**src/rtl/seg_pkg.sv**
```systemverilog
`default_nettype none
// ============================================================================
//  Module   : seg_pkg
//  Purpose  : Shared constants for the 5-digit multiplexed 7-segment driver:
//             digit geometry, active-low segment codes, idle select/LED words.
//  Revision : 1.0  initial release
// ============================================================================
package seg_pkg;

    // Display geometry
    localparam int NUM_DIG = 5;
    localparam int DIG_W   = 4;
    localparam int IDX_W   = 3;

    // Active-low segment patterns, bit order g f e d c b a
    localparam logic [6:0] SEG_0     = 7'h40;
    localparam logic [6:0] SEG_1     = 7'h79;
    localparam logic [6:0] SEG_2     = 7'h24;
    localparam logic [6:0] SEG_3     = 7'h30;
    localparam logic [6:0] SEG_4     = 7'h19;
    localparam logic [6:0] SEG_5     = 7'h12;
    localparam logic [6:0] SEG_6     = 7'h02;
    localparam logic [6:0] SEG_7     = 7'h78;
    localparam logic [6:0] SEG_8     = 7'h00;
    localparam logic [6:0] SEG_9     = 7'h10;
    localparam logic [6:0] SEG_BLANK = 7'h7F;

    // Idle output words: no digit enabled, every segment (and dp) dark
    localparam logic [NUM_DIG-1:0] SEL_NONE = 5'b11111;
    localparam logic [7:0]         LED_OFF  = 8'hFF;

endpackage : seg_pkg
`default_nettype wire

```
**src/rtl/bcd_to_seg7.sv**
```systemverilog
`default_nettype none
// ============================================================================
//  Module   : bcd_to_seg7
//  Purpose  : Combinational BCD nibble to active-low gfedcba pattern.
//             Non-decimal nibbles (10..15) render as a dark digit.
//  Revision : 1.0  initial release
// ============================================================================
module bcd_to_seg7
    import seg_pkg::*;
(
    input  logic [DIG_W-1:0] nibble,
    output logic [6:0]       seg
);

    // Nibble lookup; anything outside 0..9 is blanked
    always_comb begin
        seg = SEG_BLANK;
        case (nibble)
            4'd0:    seg = SEG_0;
            4'd1:    seg = SEG_1;
            4'd2:    seg = SEG_2;
            4'd3:    seg = SEG_3;
            4'd4:    seg = SEG_4;
            4'd5:    seg = SEG_5;
            4'd6:    seg = SEG_6;
            4'd7:    seg = SEG_7;
            4'd8:    seg = SEG_8;
            4'd9:    seg = SEG_9;
            default: seg = SEG_BLANK;
        endcase
    end

endmodule : bcd_to_seg7
`default_nettype wire

```
**src/rtl/seg_scan_drv.sv**
```systemverilog
`default_nettype none
// ============================================================================
//  Module   : seg_scan_drv
//  Purpose  : Time-multiplexes a 20-bit BCD word onto a common-anode 5-digit
//             7-segment display. Inputs are snapshotted once per frame so a
//             frame never mixes old and new data; each digit slot starts with
//             a dark interval to suppress ghosting; digits can blink and carry
//             individual decimal points. All outputs are registered.
//  Revision : 1.0  initial release
// ============================================================================
module seg_scan_drv
    import seg_pkg::*;
#(
    parameter int SCAN_DIV  = 50000,
    parameter int BLANK_CYC = 500,
    parameter int BLINK_DIV = 25000000
)(
    input  logic                     clk,
    input  logic                     rst,
    input  logic [NUM_DIG*DIG_W-1:0] seg_data,
    input  logic [NUM_DIG-1:0]       blink_mask,
    input  logic [NUM_DIG-1:0]       dp_mask,
    output logic [NUM_DIG-1:0]       seg_sel,
    output logic [7:0]               seg_led
);

    // Counter widths sized from the division ratios
    localparam int PRE_W = (SCAN_DIV  > 1) ? $clog2(SCAN_DIV)  : 1;
    localparam int BLK_W = (BLINK_DIV > 1) ? $clog2(BLINK_DIV) : 1;

    localparam logic [PRE_W-1:0] c_pre_last  = PRE_W'(SCAN_DIV - 1);
    localparam logic [PRE_W-1:0] c_blank_end = PRE_W'(BLANK_CYC);
    localparam logic [BLK_W-1:0] c_blk_last  = BLK_W'(BLINK_DIV - 1);
    localparam logic [IDX_W-1:0] c_idx_last  = IDX_W'(NUM_DIG - 1);

    // Scan timing state
    logic [PRE_W-1:0]         r_pre;
    logic [IDX_W-1:0]         r_idx;

    // Blink timing state
    logic [BLK_W-1:0]         r_blk_cnt;
    logic                     r_blk_phase;

    // Per-frame snapshot of the inputs
    logic [NUM_DIG*DIG_W-1:0] r_data;
    logic [NUM_DIG-1:0]       r_blink;
    logic [NUM_DIG-1:0]       r_dp;

    // Registered pin drivers
    logic [NUM_DIG-1:0]       r_sel;
    logic [7:0]               r_led;

    // Current-digit view of the snapshot
    logic                     w_frame_start;
    logic                     w_pre_wrap;
    logic                     w_in_blank;
    logic [DIG_W-1:0]         w_nibble;
    logic                     w_dp_on;
    logic                     w_blink_on;
    logic [NUM_DIG-1:0]       w_sel;
    logic [6:0]               w_seg;

    assign w_frame_start = (r_pre == '0) && (r_idx == '0);
    assign w_pre_wrap    = (r_pre == c_pre_last);
    assign w_in_blank    = (r_pre < c_blank_end);

    // Exactly one enable low for a valid index; out-of-range index stays dark
    assign w_sel = ~(NUM_DIG'(1) << r_idx);

    // Select the nibble, dp and blink flag belonging to the digit being scanned
    always_comb begin
        w_nibble   = r_data[DIG_W-1:0];
        w_dp_on    = r_dp[0];
        w_blink_on = r_blink[0];
        case (r_idx)
            3'd0: begin
                w_nibble   = r_data[3:0];
                w_dp_on    = r_dp[0];
                w_blink_on = r_blink[0];
            end
            3'd1: begin
                w_nibble   = r_data[7:4];
                w_dp_on    = r_dp[1];
                w_blink_on = r_blink[1];
            end
            3'd2: begin
                w_nibble   = r_data[11:8];
                w_dp_on    = r_dp[2];
                w_blink_on = r_blink[2];
            end
            3'd3: begin
                w_nibble   = r_data[15:12];
                w_dp_on    = r_dp[3];
                w_blink_on = r_blink[3];
            end
            3'd4: begin
                w_nibble   = r_data[19:16];
                w_dp_on    = r_dp[4];
                w_blink_on = r_blink[4];
            end
            default: begin
                w_nibble   = r_data[3:0];
                w_dp_on    = 1'b0;
                w_blink_on = 1'b0;
            end
        endcase
    end

    bcd_to_seg7 u_dec (
        .nibble (w_nibble),
        .seg    (w_seg)
    );

    // Slot prescaler and digit index: index advances each time the slot ends
    always_ff @(posedge clk) begin
        if (rst) begin
            r_pre <= '0;
            r_idx <= '0;
        end else if (w_pre_wrap) begin
            r_pre <= '0;
            r_idx <= (r_idx == c_idx_last) ? '0 : r_idx + IDX_W'(1);
        end else begin
            r_pre <= r_pre + PRE_W'(1);
        end
    end

    // Free-running blink timebase; phase 1 means blinking digits are dark
    always_ff @(posedge clk) begin
        if (rst) begin
            r_blk_cnt   <= '0;
            r_blk_phase <= 1'b0;
        end else if (r_blk_cnt == c_blk_last) begin
            r_blk_cnt   <= '0;
            r_blk_phase <= ~r_blk_phase;
        end else begin
            r_blk_cnt   <= r_blk_cnt + BLK_W'(1);
        end
    end

    // Snapshot data and masks at the start of each frame only
    always_ff @(posedge clk) begin
        if (rst) begin
            r_data  <= '0;
            r_blink <= '0;
            r_dp    <= '0;
        end else if (w_frame_start) begin
            r_data  <= seg_data;
            r_blink <= blink_mask;
            r_dp    <= dp_mask;
        end
    end

    // Pin drivers: dark during the slot lead-in, otherwise the current digit
    always_ff @(posedge clk) begin
        if (rst) begin
            r_sel <= SEL_NONE;
            r_led <= LED_OFF;
        end else if (w_in_blank) begin
            r_sel <= SEL_NONE;
            r_led <= LED_OFF;
        end else begin
            r_sel <= w_sel;
            if (w_blink_on && r_blk_phase) begin
                r_led <= LED_OFF;
            end else begin
                r_led <= {~w_dp_on, w_seg};
            end
        end
    end

    assign seg_sel = r_sel;
    assign seg_led = r_led;

endmodule : seg_scan_drv
`default_nettype wire

```
**config.mk**
```make
export PLATFORM = sky130hd
export DESIGN_NAME = seg_scan_drv
export DESIGN_NICKNAME = d
export VERILOG_FILES = /design/src/rtl/seg_pkg.sv /design/src/rtl/bcd_to_seg7.sv /design/src/rtl/seg_scan_drv.sv
export SDC_FILE = /design/constraint.sdc
export NUM_CORES = 1
export LEC_CHECK = 0
export BUFFER_PORTS_ARGS = -buffer_cell sky130_fd_sc_hd__clkbuf_2
export CAP_MARGIN = 10
export CORE_ASPECT_RATIO = 1.25
export CORE_MARGIN = 2
export CORE_UTILIZATION = 55
export CTS_CLUSTER_DIAMETER = 50
export DETAILED_ROUTE_END_ITERATION = 7
export GPL_TIMING_DRIVEN = 0
export PLACE_DENSITY_LB_ADDON = 0.25
export SETUP_SLACK_MARGIN = 0.2
export SLEW_MARGIN = 20
export SYNTH_ARGS = -nofsm -noshare
export SYNTH_HDL_FRONTEND = slang
export SYNTH_SLANG_ARGS = --single-unit
export TNS_END_PERCENT = 10
```
**constraint.sdc**
```tcl
create_clock -name clk -period 2.9 [get_ports clk]
set_input_delay 0.58 -clock clk [delete_from_list [all_inputs] [get_ports clk]]
set_output_delay 0.58 -clock clk [all_outputs]
set_load 0.05 [all_outputs]
```
==> flow_metrics.tcl, run 1 <==
set metrics [dict create \
    synthFlopType "dfxtp_1" \
    io_buffers 43 \
    hp-class "register to register" \
    cts_buffer_depth 2 \
    grt_pass1_wl_mm 13.1 \
    status "complete, no violations" \
    drt-initial-drc-count 120 \
    grt_overflow 0 \
    power.switching_uw 563 \
    rsz0062_at_grt "no" \
    grt_max_degree 15 \
    clk_pin_slew_ns 0.09 \
    dieHeight_um 97.9 \
    clock-sinks 88 \
    setup_viol 0 \
    max_cap_viol_count 0 \
    cp_cell_sequence "inv_1 -> ha_1 -> clkbuf_1 -> nor3_2 -> o21a_1 -> mux2i_2 -> ha_1 -> o21ai_0 -> a21bo_1" \
    crit_type "register to register" \
    drc 0 \
    seq_area_frac_synth_pct 45.4 \
    clock_power_share_pct 34.0 \
    synth_nets 464 \
    antenna_cells 0 \
    combinationalPowerShare_pct 10.4 \
    setup_tns_ns 0 \
    fill_cells 599 \
    hold_viol 0 \
    core-area_um2 6890 \
    powerDensity_nw_per_um2 524 \
    grt_use_total_pct 20.9 \
    worstPathMaxFanout 8 \
    worstSetupStartpointType "register" \
    start_util_pct 56.3 \
    htree_num_levels 3 \
    startpoint "r_idx[1]" \
    finalClockSkew_ns 0.00996 \
    cp-end-kind "register" \
    place_inst 554 \
    seq_power_share_pct 55.6 \
    syn_avg_cell_area_um2 9.21 \
    max-vdd-ir-drop_mv 0.275 \
    num-nets-final 518 \
    area_growth_pct 13.8 \
    dr_total_vias 3008 \
    cts_tree "done" \
    holdWs_ns 0.440 \
    power.internal_mw 1.75 \
    drive_gt1_share_pct 16.9 \
    worstHoldStart "r_blk_cnt[0]" \
    synth-seq-cells 88 \
    synthArstFlopShare_pct 0 \
    cts-root-buf "clkbuf_8" \
    synth.distinct_cells 46 \
    dp_hpwl_mm 5.58 \
    place.gp.congestion 0.919 \
    pre_cts_slack_ns 0.245 \
    path_common_cell "ha_1" \
    netlist.area_leader.share_pct 45.4 \
    power_leakage_nw 1.79 \
    critPathSlowestCell "mux2i_2" \
    synth_edf_count 0 \
    ant_nets 0 \
    stdcell_count 570 \
    wl_mm 7.51 \
    die_w_um 79.1 \
    layout_setup_ws_ns 0.396 \
    vias_per_cell 5.28 \
    reg2reg_from "r_idx[1]" \
    dr.pass1.iters 4 \
    worst_slew_pin_slew_ns 0.568 \
    drv_slew 0 \
    antenna_found_initial 0 \
    syn_area_um2 3880 \
    wl_per_cell_um 13.2 \
    arrival_ns 2.80 \
    slew_headroom_pct 61.8 \
    synth-warning-count 0 \
    clock_latency_ns 0.35 \
    critPathMaxStageDelay_ns 0.39 \
    swShare_pct 24.3 \
    synthTopCellsByArea "dfxtp_1 (45%), mux2i_1 (9.3%), nor2_1 (8.3%)" \
    syn_inst 421 \
    yosysTopAreaCell "dfxtp_1" \
    io_pins 45 \
    die-area_um2 7740 \
    min_period_ns 2.50 \
    rows 34 \
    crit_required_ns 3.20 \
    numCtsBuffers 9 \
    first_global_vias 2969 \
    fmaxAchievable_ghz 0.399 \
    period_share_pct 86.3 \
]
final timing paths:
check	cells past startpoint	to	slack (ns)
max reg2reg	9	seg_led[1]	0.40
min reg2reg	1	r_blk_cnt[0]	0.44
min	1	r_blk_cnt[0]	0.44
max	9	seg_led[1]	0.40
through the flow:
step | total power, mW | instance area [um^2] | util, %
2_1_floorplan | 1.49 | 3880 | -
3_3_place_gp | 1.54 | 4210 | 61.0
3_5_place_dp | 1.55 | 4210 | 61.0
4_1_cts | 2.34 | 4400 | 63.8
5_1_grt | 2.42 | 4410 | 64.1
6_report | 2.31 | 4410 | 64.1
timing repair:
action	4_1_cts	5_1_grt
hold buffers	0	0
setup endpoints to repair	0	7
buffers inserted	0	0
gates resized for setup	0	7
cells in the final DEF, fill, tap and decap left out, types with 3 or more instances in the layout:
| cell | netlist | routed |
|---|---|---|
| ha_1 | 11 | 11 |
| buf_2 | 5 | 5 |
| mux2i_1 | 36 | 34 |
| nor4_1 | 3 | 3 |
| nand4_1 | 11 | 11 |
| nor2b_1 | 3 | 3 |
| nor2_1 | 86 | 86 |
| o211ai_1 | 3 | 3 |
| and4_1 | 5 | 5 |
| a32oi_1 | 3 | 3 |
| o21ai_0 | 7 | 7 |
| buf_6 | 4 | 4 |
| inv_1 | 15 | 15 |
| clkbuf_1 | 11 | 9 |
| clkinvlp_4 | 0 | 3 |
| a22oi_1 | 3 | 3 |
| clkbuf_8 | 0 | 12 |
| dfxtp_1 | 88 | 88 |
| and2_1 | 4 | 4 |
| nor3_1 | 6 | 5 |
| clkbuf_2 | 0 | 45 |
| nand2_1 | 22 | 22 |
| xnor2_1 | 19 | 19 |
| and3_1 | 5 | 5 |
| nand3_1 | 21 | 21 |
| xor2_1 | 19 | 19 |
Yosys cell counts (all sizes together), types with 2 or more instances:
cell / number
or4: 2
a21oi: 2
xor2: 19
or2: 2
a32oi: 3
o2111ai: 2
nor2b: 3
nor3b: 2
nor3: 7
clkbuf: 11
ha: 11
o211a: 2
nand3: 21
o21ai: 9
and2: 4
nand4: 11
and4: 5
nor2: 86
and3: 5
nand2: 22
dfxtp: 88
o211ai: 3
a22oi: 3
a22o: 2
xnor2: 19
nor4: 4
mux2i: 36
buf: 9
inv: 15
state kept, by name (all words and copies together), names as in the netlist:
register     flops
r_blink          5
seg_led          8
r_data          20
r_idx            3
r_blk_phase      1
r_dp             5
seg_sel          5
r_pre           16
r_blk_cnt       25
power by group through the flow:
stage	sequential (mW)	combinational (mW)	clock [mW]
CTS	1.29	0.241	0.811
global route	1.29	0.272	0.861
finish	1.29	0.241	0.787
floorplan	1.30	0.184	0
global placement	1.31	0.233	0
detailed placement	1.31	0.238	0
cell type report:
cell class,instances,area (um^2),share of cell area (%)
Timing Repair Buffer,43,215,4.88
Clock buffer,12,165,3.74
Tap cell,90,113,2.55
Clock inverter,4,27.5,0.624
Sequential cell,88,1760,39.9
Multi-Input combinational cell,298,1960,44.4
Inverter,15,56.3,1.28
Buffer,20,114,2.58
routing by layer:
layer | up-vias | track usage, % | share of wire (%)
met5 | - | 0 | 0
li1 | 1541 | - | -
met3 | 21 | 4.16 | 3.3
met1 | 1387 | 23.6 | 43
met4 | 0 | 10.7 | 3.7
met2 | 59 | 36.9 | 50
logic make-up (layout without fill, tap and decap cells):
| logic type | after synthesis | count (layout) | synth area share [%] |
|---|---|---|---|
| AND/OR/NAND/NOR | 177 | 177 | 21.8 |
| flip-flops | 88 | 88 | 45.4 |
| XOR/XNOR | 38 | 38 | 8.58 |
| multiplexers | 37 | 37 | 9.58 |
| AO/OA/AOI/OAI | 35 | 35 | 6.71 |
| buffers and inverters | 35 | 94 | 4.32 |
| adder cells (fa/ha/maj) | 11 | 11 | 3.55 |
critical path: cells and delay by family, from the launching register on:
family                     cells  cell delay (ns)
AOI/OAI and AO/OA              3             0.66
adders and majority gates      2             0.48
buffers and inverters          2             0.29
DFF                            1             0.38
muxes                          1             0.39
and+or+nand+nor                1             0.26
Power figures use the tool's default switching activity.
==> inputs of run 2 (changes only) <==
--- a/config.mk
+++ b/config.mk
@@ -8,15 +8,15 @@
 export BUFFER_PORTS_ARGS = -buffer_cell sky130_fd_sc_hd__clkbuf_2
 export CAP_MARGIN = 10
 export CORE_ASPECT_RATIO = 1.25
-export CORE_MARGIN = 2
 export CORE_UTILIZATION = 55
 export CTS_CLUSTER_DIAMETER = 50
 export DETAILED_ROUTE_END_ITERATION = 7
 export GPL_TIMING_DRIVEN = 0
-export PLACE_DENSITY_LB_ADDON = 0.25
+export PLACE_DENSITY = 0.76
 export SETUP_SLACK_MARGIN = 0.2
 export SLEW_MARGIN = 20
 export SYNTH_ARGS = -nofsm -noshare
 export SYNTH_HDL_FRONTEND = slang
+export SYNTH_HIERARCHICAL = 1
 export SYNTH_SLANG_ARGS = --single-unit
 export TNS_END_PERCENT = 10
==> run 2 against run 1 <==
Against the previous run:
- sequential cell count did not move
- die area rose by 0.86%
- clock power rose by 18%
- maximum frequency fell by 6.8%
- sequential power barely moved
- hold slack improved by 0.012 ns
- via count rose by 25%
- critical path type unchanged
- largest cell class unchanged
- largest power group unchanged
- highest routed layer unchanged
==> flow_metrics.tcl, run 2 <==
set metrics [dict create \
    rsz0062_at_grt "yes" \
    layout_common_cells "dfxtp_1 (88), a21oi_1 (57), o21ai_0 (53), nand3_1 (51), clkbuf_2 (46)" \
    num-nets-final 598 \
    wl_per_cell_um 14.5 \
    grt_overflow 0 \
    critPathMaxStageDelay_ns 0.35 \
    placed_area_um2 4440 \
    cts-root-buf "clkbuf_8" \
    status "complete, no violations" \
    critical_path.endpoint "seg_led[3]" \
    hold_depth 3 \
    crit_type "register to register" \
    max-vdd-ir-drop_mv 0.306 \
    cts_tree "done" \
    powerDensity_nw_per_um2 521 \
    wl_mm 9.38 \
    numCtsBuffers 9 \
    fin_area_um2 4690 \
    crit_required_ns 3.12 \
    rows 34 \
    top_regs "r_blk_cnt x25, r_data x20, r_pre x16" \
    clock_latency_ns 0.35 \
    grt_pass1_wl_mm 15.3 \
    period_share_pct 92.6 \
    cts_setup_buffers 0 \
    synth_nets 543 \
    setup_viol 0 \
    multi_input_area_um2 2170 \
    vias_per_cell 5.82 \
    syn_avg_cell_area_um2 8.24 \
    cts_buffer_depth 2 \
    largest_register "r_blk_cnt" \
    start_util_pct 57.7 \
    die-area_um2 7810 \
    fill_cells 621 \
    synth-seq-cells 88 \
    cp_cell_sequence "inv_1 -> ha_1 -> clkbuf_2 -> inv_1 -> mux2_4 -> o21ai_4 -> inv_1 -> ha_1 -> or2_1 -> a21oi_2 -> a31oi_1 -> nand2b_1" \
    critical_path.top_delay_family "buffers and inverters" \
    startpoint "r_idx[0]" \
    final_common_cell "dfxtp_1" \
    regToRegSetupSlack_ns 0.21 \
    synth-warning-count 6 \
    cp-end-kind "register" \
    synth.distinct_cells 41 \
    drive_gt1_share_pct 15.2 \
    clock-sinks 88 \
    worstPathMaxFanout 10 \
    dieHeight_um 98.6 \
    path_common_cell "inv_1" \
    hp-class "primary input to register" \
    syn_area_um2 4100 \
    crit_cells 12 \
    drv_slew 0 \
    dr.pass1.iters 5 \
    r2r_cells 12 \
    drc 0 \
    core-area_um2 7100 \
    fmaxAchievable_ghz 0.372 \
    arrival_ns 2.91 \
    slew_headroom_pct 41.1 \
    antenna_cells 0 \
    worst_slew_pin_slew_ns 0.875 \
    synthFlopType "dfxtp_1" \
    antenna_found_initial 0 \
    io_buffers 44 \
    ant_nets 0 \
    netlist.area_leader.share_pct 42.9 \
    finalClockSkew_ns 0.0126 \
    synthTopCellsByArea "dfxtp_1 (43%), a21oi_1 (7.0%), o21ai_0 (6.7%)" \
    dr_total_vias 3770 \
    critPathSlowestCell "dfxtp_1" \
    min_period_ns 2.69 \
    clk_pin_slew_ns 0.09 \
    dp_hpwl_mm 6.73 \
    syn_inst 498 \
    hold_viol 0 \
    grt_use_total_pct 24.6 \
    place.gp.congestion 0.830 \
    cts_hold_buf 0 \
    grt_max_degree 16 \
    yosysTopAreaCell "dfxtp_1" \
    seq_area_frac_synth_pct 42.9 \
    io_pins 45 \
    htree_num_levels 3 \
    critPathBufInv 4 \
    regArea_um2 1760 \
    worstSetupStartpointType "register" \
    first_global_vias 3425 \
    drt-initial-drc-count 303 \
    synth_edf_count 0 \
    area_growth_pct 14.3 \
    power_leakage_nw 1.71 \
    reg2reg_from "r_idx[0]" \
    max_cap_viol_count 0 \
    die_w_um 79.3 \
    largest_reg_flops 25 \
    r2r-end "seg_led[3]" \
    worstHoldStart "seg_data[7]" \
    synth_commonest_cells "dfxtp_1 (88), a21oi_1 (57), o21ai_0 (55), nand3_1 (51), nor2_1 (33)" \
    synth_most_common_cell "dfxtp_1" \
    power_mw 2.44 \
    synthArstFlopShare_pct 0 \
]
## run 2: changes by cell type in the layout (fill, tap and decap cells not counted), moves of 10 or more
cell,change
nor2_1,-53
mux2i_1,-34
nand3_1,+30
o21ai_0,+46
nand2b_1,+10
clkbuf_1,+10
or4_1,+10
a21oi_1,+55
## run 2: what timing repair did
item,CTS,global route
cloned,0,0
hold endpoints to repair,0,0
endpoints found under the setup margin,6,7
resized for setup,8,2
## run 2: layer usage
layer / global-route usage, % / wire (um) / vias to the layer above
met5: 0 / 0 / -
met4: 10.1 / 136 / 0
met3: 3.89 / 400 / 13
met2: 42.6 / 4590 / 94
met1: 30.2 / 4250 / 1763
li1: - / - / 1900
## run 2: metrics by stage
step,setup WS (ns),setup TNS (ns),cells,hold slack (ns),util (%)
after floorplan,0.321,0,498,0.438,-
after global placement,-0.178,-0.485,632,0.452,62.4
after global routing,0.0683,0,648,0.448,66.0
after CTS,0.192,0,648,0.449,65.9
after detailed placement,-0.245,-0.848,632,0.467,62.4
final,0.214,0,648,0.452,66.0
## run 2: area by class of cell
| cell class | instances | share of cell area [%] |
|---|---|---|
| clock inverters | 6 | 2.00 |
| multi-input cells | 363 | 46.2 |
| inverters | 15 | 1.20 |
| repair buffers | 44 | 4.69 |
| well taps | 90 | 2.40 |
| plain buffers | 32 | 3.20 |
| flip-flops and latches | 88 | 37.6 |
| clock buffers | 10 | 2.72 |
## run 2: logic make-up after synthesis
logic type	count (synthesis)	synth area share [%]
buffers and inverters	47	4.94
DFF	88	42.9
adders and majority gates	13	3.96
muxes	1	0.274
and+or+nand+nor	186	24.3
AOI/OAI and AO/OA	142	19.1
xor gates and xnor gates	21	4.48
## run 2: how the worst min path moves through the flow
stage	end	slack (ns)
final	r_data[7]	0.45
after global routing	r_blink[2]	0.45
after CTS	r_data[2]	0.45
after detailed placement	r_data[17]	0.47
after global placement	r_pre[0]	0.45
after floorplan	r_pre[0]	0.44
## run 2: worst min-delay path, stage by stage
cell      delay (ns)
clkbuf_2        0.08
nand3_1         0.05
a21oi_1         0.06
## run 2: where the power goes
group / switching (mW) / internal (mW)
sequential: 0.0295 / 1.25
combinational: 0.136 / 0.0961
clock: 0.437 / 0.490
